===== src/rtl/mips_pkg.sv =====
// Shared definitions for the multicycle MIPS control path.
//   - opcode constants (IR[31:26])
//   - control FSM state encoding
//   - ALU operation, ALU B-source and PC-source codes
package mips_pkg;

  localparam int STATE_BITS = 4;

  localparam logic [5:0] OP_RTYPE = 6'b000000;
  localparam logic [5:0] OP_LW    = 6'b100011;
  localparam logic [5:0] OP_SW    = 6'b101011;
  localparam logic [5:0] OP_BEQ   = 6'b000100;
  localparam logic [5:0] OP_BNE   = 6'b000101;
  localparam logic [5:0] OP_ADDI  = 6'b001000;
  localparam logic [5:0] OP_ORI   = 6'b001101;
  localparam logic [5:0] OP_J     = 6'b000010;

  localparam logic [1:0] ALUOP_ADD   = 2'b00;
  localparam logic [1:0] ALUOP_SUB   = 2'b01;
  localparam logic [1:0] ALUOP_FUNCT = 2'b10;
  localparam logic [1:0] ALUOP_OR    = 2'b11;

  localparam logic [1:0] ALUSRCB_RT     = 2'b00;
  localparam logic [1:0] ALUSRCB_FOUR   = 2'b01;
  localparam logic [1:0] ALUSRCB_IMM    = 2'b10;
  localparam logic [1:0] ALUSRCB_IMMSH2 = 2'b11;

  localparam logic [1:0] PCSRC_ALURES = 2'b00;
  localparam logic [1:0] PCSRC_ALUOUT = 2'b01;
  localparam logic [1:0] PCSRC_JUMP   = 2'b10;

  // Encodings 13..15 are unused and recover to S_FETCH.
  typedef enum logic [STATE_BITS-1:0] {
    S_FETCH   = 4'd0,
    S_DECODE  = 4'd1,
    S_MEMADR  = 4'd2,
    S_MEMRD   = 4'd3,
    S_MEMWB   = 4'd4,
    S_MEMWR   = 4'd5,
    S_RTYPEEX = 4'd6,
    S_ALUWB   = 4'd7,
    S_BRANCH  = 4'd8,
    S_ADDIEX  = 4'd9,
    S_ORIEX   = 4'd10,
    S_IMMWB   = 4'd11,
    S_JUMP    = 4'd12
  } state_t;

endpackage


===== src/rtl/mc_ctrl_outdec.sv =====
// State -> datapath control decode for the multicycle controller.
// Purely combinational; every output defaults to 0 and is raised only
// in the states that use it.
//   state       in  current FSM state
//   mem_ready   in  memory completes access this cycle (gates IR/PC load in FETCH)
//   zero        in  ALU zero flag (branch decision)
//   op          in  opcode, distinguishes beq from bne in BRANCH
//   pcen..aluop out datapath enables / selects
module mc_ctrl_outdec
  import mips_pkg::*;
(
  input  state_t     state,
  input  logic       mem_ready,
  input  logic       zero,
  input  logic [5:0] op,
  output logic       pcen,
  output logic       iord,
  output logic       memwrite,
  output logic       irwrite,
  output logic       regdst,
  output logic       memtoreg,
  output logic       regwrite,
  output logic       alusrca,
  output logic [1:0] alusrcb,
  output logic [1:0] pcsrc,
  output logic [1:0] aluop
);

  logic pcwrite;
  logic branch;
  logic bne;

  always_comb begin
    pcwrite  = 1'b0;
    branch   = 1'b0;
    bne      = 1'b0;
    iord     = 1'b0;
    memwrite = 1'b0;
    irwrite  = 1'b0;
    regdst   = 1'b0;
    memtoreg = 1'b0;
    regwrite = 1'b0;
    alusrca  = 1'b0;
    alusrcb  = ALUSRCB_RT;
    pcsrc    = PCSRC_ALURES;
    aluop    = ALUOP_ADD;
    case (state)
      S_FETCH: begin
        // PC+4 and IR load only on the cycle the fetch actually completes
        alusrcb = ALUSRCB_FOUR;
        irwrite = mem_ready;
        pcwrite = mem_ready;
      end
      S_DECODE: begin
        // precompute branch target into ALUOut
        alusrcb = ALUSRCB_IMMSH2;
      end
      S_MEMADR: begin
        alusrca = 1'b1;
        alusrcb = ALUSRCB_IMM;
      end
      S_MEMRD: begin
        iord = 1'b1;
      end
      S_MEMWB: begin
        memtoreg = 1'b1;
        regwrite = 1'b1;
      end
      S_MEMWR: begin
        iord     = 1'b1;
        memwrite = 1'b1;
      end
      S_RTYPEEX: begin
        alusrca = 1'b1;
        aluop   = ALUOP_FUNCT;
      end
      S_ALUWB: begin
        regdst   = 1'b1;
        regwrite = 1'b1;
      end
      S_BRANCH: begin
        alusrca = 1'b1;
        aluop   = ALUOP_SUB;
        pcsrc   = PCSRC_ALUOUT;
        branch  = 1'b1;
        bne     = (op == OP_BNE);
      end
      S_ADDIEX: begin
        alusrca = 1'b1;
        alusrcb = ALUSRCB_IMM;
      end
      S_ORIEX: begin
        alusrca = 1'b1;
        alusrcb = ALUSRCB_IMM;
        aluop   = ALUOP_OR;
      end
      S_IMMWB: begin
        regwrite = 1'b1;
      end
      S_JUMP: begin
        pcsrc   = PCSRC_JUMP;
        pcwrite = 1'b1;
      end
      default: ;
    endcase
  end

  // bne inverts the sense of the zero flag
  assign pcen = pcwrite | (branch & (zero ^ bne));

endmodule


===== src/rtl/mc_controller.sv =====
// Multicycle MIPS control FSM: sequences shared memory, register file and
// ALU over several cycles per instruction. Holds the state register and
// next-state logic; output decode lives in mc_ctrl_outdec.
//   clk, reset   clock, synchronous active-high reset (forces FETCH)
//   op           opcode IR[31:26], sampled in DECODE and MEMADR
//   zero         ALU zero flag
//   mem_ready    memory completes access this cycle; stalls FETCH/MEMRD/MEMWR
//   pcen..aluop  datapath enables / selects
//   illegal_op   one-cycle pulse when DECODE sees an unknown opcode
//   state_dbg    current state
//
// state   | meaning
// FETCH   | read instruction at PC, PC+4 (waits on mem_ready)
// DECODE  | register read, branch target into ALUOut, dispatch on op
// MEMADR  | effective address for lw/sw
// MEMRD   | data read at ALUOut (waits on mem_ready)
// MEMWB   | load data to rt
// MEMWR   | data write at ALUOut (waits on mem_ready)
// RTYPEEX | R-type ALU operation
// ALUWB   | ALU result to rd
// BRANCH  | compare rs/rt, conditional PC load from ALUOut
// ADDIEX  | rs + signext imm
// ORIEX   | rs | imm
// IMMWB   | immediate result to rt
// JUMP    | PC load from jump target
module mc_controller
  import mips_pkg::*;
#(
  parameter int STATE_W = 4
) (
  input  logic               clk,
  input  logic               reset,
  input  logic [5:0]         op,
  input  logic               zero,
  input  logic               mem_ready,
  output logic               pcen,
  output logic               iord,
  output logic               memwrite,
  output logic               irwrite,
  output logic               regdst,
  output logic               memtoreg,
  output logic               regwrite,
  output logic               alusrca,
  output logic [1:0]         alusrcb,
  output logic [1:0]         pcsrc,
  output logic [1:0]         aluop,
  output logic               illegal_op,
  output logic [STATE_W-1:0] state_dbg
);

  state_t state;
  state_t state_next;

  always_ff @(posedge clk) begin
    if (reset) state <= S_FETCH;
    else       state <= state_next;
  end

  always_comb begin
    state_next = S_FETCH;
    illegal_op = 1'b0;
    case (state)
      S_FETCH:  state_next = mem_ready ? S_DECODE : S_FETCH;
      S_DECODE: begin
        case (op)
          OP_RTYPE:       state_next = S_RTYPEEX;
          OP_LW, OP_SW:   state_next = S_MEMADR;
          OP_BEQ, OP_BNE: state_next = S_BRANCH;
          OP_ADDI:        state_next = S_ADDIEX;
          OP_ORI:         state_next = S_ORIEX;
          OP_J:           state_next = S_JUMP;
          default: begin
            state_next = S_FETCH;
            illegal_op = 1'b1;
          end
        endcase
      end
      // op is stable here; anything other than lw/sw cannot reach MEMADR
      // normally, so it just abandons the instruction
      S_MEMADR: begin
        if (op == OP_LW)      state_next = S_MEMRD;
        else if (op == OP_SW) state_next = S_MEMWR;
        else                  state_next = S_FETCH;
      end
      S_MEMRD:   state_next = mem_ready ? S_MEMWB : S_MEMRD;
      S_MEMWR:   state_next = mem_ready ? S_FETCH : S_MEMWR;
      S_RTYPEEX: state_next = S_ALUWB;
      S_ADDIEX:  state_next = S_IMMWB;
      S_ORIEX:   state_next = S_IMMWB;
      default:   state_next = S_FETCH;
    endcase
  end

  mc_ctrl_outdec u_outdec (
    .state     (state),
    .mem_ready (mem_ready),
    .zero      (zero),
    .op        (op),
    .pcen      (pcen),
    .iord      (iord),
    .memwrite  (memwrite),
    .irwrite   (irwrite),
    .regdst    (regdst),
    .memtoreg  (memtoreg),
    .regwrite  (regwrite),
    .alusrca   (alusrca),
    .alusrcb   (alusrcb),
    .pcsrc     (pcsrc),
    .aluop     (aluop)
  );

  assign state_dbg = STATE_W'(state);

endmodule


===== config.mk =====
export PLATFORM = sky130hd
export DESIGN_NAME = mc_controller
export DESIGN_NICKNAME = d
export VERILOG_FILES = /design/src/rtl/mips_pkg.sv /design/src/rtl/mc_ctrl_outdec.sv /design/src/rtl/mc_controller.sv
export SDC_FILE = /design/constraint.sdc
export NUM_CORES = 1
export LEC_CHECK = 0
export CAP_MARGIN = 20
export CORE_MARGIN = 2
export CORE_UTILIZATION = 38
export CTS_CLUSTER_SIZE = 10
export DETAILED_ROUTE_END_ITERATION = 10
export HOLD_SLACK_MARGIN = 0.06
export PLACE_DENSITY = 0.77
export SYNTH_ARGS = -nofsm -noshare
export SYNTH_HDL_FRONTEND = slang
export SYNTH_SLANG_ARGS = --single-unit

===== constraint.sdc =====
create_clock -name clk -period 2.3 [get_ports clk]
set_input_delay 0.46 -clock clk [delete_from_list [all_inputs] [get_ports clk]]
set_output_delay 0.46 -clock clk [all_outputs]
set_load 0.05 [all_outputs]

==> flow_summary.json <==
{
  "htree_levels": 1,
  "max_freq_ghz": 0.448,
  "drc": 0,
  "grt_pass1_wl_um": 3350,
  "crit_arrival_ps": 1770,
  "num_vias": 815,
  "timing.final.crit_share": 0.971,
  "finClkSkew_ps": 9.60,
  "cts_tree": "built",
  "final_common_cell": "buf_4",
  "io_pins": 29,
  "p_leak_nw": 0.410,
  "vias_per_cell": 5.66,
  "fp.dieW_um": 42.7,
  "hold_viol": 0,
  "synthCells": 91,
  "detail_route.wl_per_cell_um": 13.3,
  "maxSlewViolCount": 0,
  "path_clk_slew_ps": 50,
  "dp.cells": 140,
  "gp_congestion": 0.845,
  "nets": 141,
  "cp_data_required_time_ps": 1840,
  "dieArea_um2": 1820,
  "synthesis.nets": 101,
  "drtPass1Iterations": 4,
  "total_power_uw": 300,
  "path_class": "in2out",
  "start_util": 0.421,
  "ys_warn_count": 0,
  "grt_overflow": 0,
  "n_antenna_cell": 0,
  "cap_violations": 0,
  "status": "complete, no violations",
  "final_cell_mix": "buf_4 (23), nor2_1 (15), nand2_1 (8), clkdlybuf4s50_1 (7), a21oi_1 (6)",
  "coreArea_um2": 1350,
  "post-route-util": 0.747,
  "grtUsageTotal": 0.237,
  "largest_register_ffs": 4,
  "synth_area_um2": 568,
  "area_growth_pct": 77.5,
  "powerDensity_nw_per_um2": 297,
  "die_h_um": 42.7,
  "cts_buffers": 3,
  "synth_seq_cells": 4,
  "io_buffers": 28,
  "drtIter0Drc": 16,
  "drive_gt1_frac": 0.364,
  "tightest_slew_ps": 490,
  "setup_viol": 0,
  "ys_types": 35,
  "rsz0062_at_grt": "no",
  "dp_hpwl_um": 1510,
  "ys_seq_area_frac": 0.141,
  "insertion_delay_ps": 250,
  "grt_pass1_vias": 775,
  "grt_antenna_before_repair": 0,
  "vdd_ir_drop_max_mv": 0.311,
  "final_cells": 144,
  "rows": 13,
  "path_max_fanout": 8,
  "grt_start_max_net_pins": 14,
  "routed_wirelength_um": 1920,
  "fin_crit_ps": 2230,
  "clk_path_buf_depth": 2,
  "relSlewSlack": 0.672,
  "postCtsHoldBufs": 0,
  "syn-mean-instance-area_um2": 6.24,
  "root_buffer": "clkbuf_4",
  "ant_nets": 0,
  "cts_sinks": 4,
  "start_kind": "input pin",
  "worstHoldPathType": "reg2reg",
  "end_kind": "output port"
}
## path summary, 6_finish.rpt
path / start / end / slack, ps / depth (start not counted)
worst max-delay path: op[2] / illegal_op / 70 / 6
worst max register to register: state_dbg[2] / state_dbg[2] / 600 / 5
worst min register to register: state_dbg[3] / state_dbg[3] / 700 / 1
worst min-delay path: state_dbg[3] / state_dbg[3] / 700 / 1
## layer usage
metal  up-vias  wire length [um]  GRT usage
met5         -                 0          0
met4         0                44      0.125
li1        412                 -          -
met3         7               115     0.0681
met1       366               732      0.230
met2        30              1020      0.442
## per-stage QoR
stage          hold WS, ps  TNS [ps]  setup slack (ps)  cell area (um2)
2_1_floorplan          622     -35.5             -35.5              592
3_3_place_gp           652      -472              -278              978
3_5_place_dp           680      -519              -299              978
4_1_cts                702     -42.5             -42.5             1010
5_1_grt                751         0              2.33             1010
6_report               703         0              66.0             1010
## cells by family (layout without fill, tap and decap cells)
kind of cell    after synthesis  after routing  share of synthesized area
simple gates                 51             51                      0.482
compound gates               25             25                      0.286
buf+inv                      10             48                     0.0749
flops                         4              4                      0.141
xor+xnor                      1              1                     0.0154
## cell type report
cell class	count	area, um2
Multi-Input combinational cell	77	487
Sequential cell	4	80.1
Clock buffer	3	22.5
Inverter	4	15.0
Fill cell	118	342
Timing Repair Buffer	41	385
Tap cell	15	18.8
## timing repair
action	CTS	global route
buffers inserted	1	0
endpoints found under the setup margin	2	2
pin swaps	6	4
resized for setup	13	5
## synthesized netlist by cell type
cell type,instances,area share
a31o_2,1,0.015
inv_1,4,0.026
or4_4,1,0.020
o22ai_1,1,0.011
nand2b_1,3,0.033
nor3_1,6,0.053
nand2_1,8,0.053
or2_2,2,0.022
nor3b_1,3,0.040
nor4b_1,1,0.015
o32ai_1,2,0.031
clkbuf_1,2,0.013
a21boi_0,1,0.013
nor2_1,15,0.099
nand4b_1,1,0.015
and2_1,1,0.011
a211oi_1,1,0.013
nor4_1,1,0.011
a21oi_1,8,0.070
nand3b_1,1,0.013
dfxtp_1,4,0.14
nand4_1,2,0.022
and3_2,1,0.013
o21a_1,2,0.026
xnor2_1,1,0.015
o31ai_1,1,0.013
nor4bb_1,1,0.018
nor2b_1,1,0.011
o21ai_0,4,0.035
nand3_1,1,0.0088
buf_2,4,0.035
o31a_1,3,0.046
and2b_1,1,0.013
and3_1,1,0.011
a31oi_1,1,0.011
## power breakdown
| group | switching (mW) | leakage (nW) | internal [mW] |
|---|---|---|---|
| logic | 0.0719 | 0.364 | 0.0587 |
| clock network | 0.0350 | 0.0138 | 0.0588 |
| registers | 0.00394 | 0.0325 | 0.0712 |
## critical path, cell delays in order
cell	delay, ps
dlygate4sd2_1	320
nand2_1	160
o32ai_2	100
o31a_1	310
nor3b_2	250
buf_12	170
(Power assumes the default switching activity.)
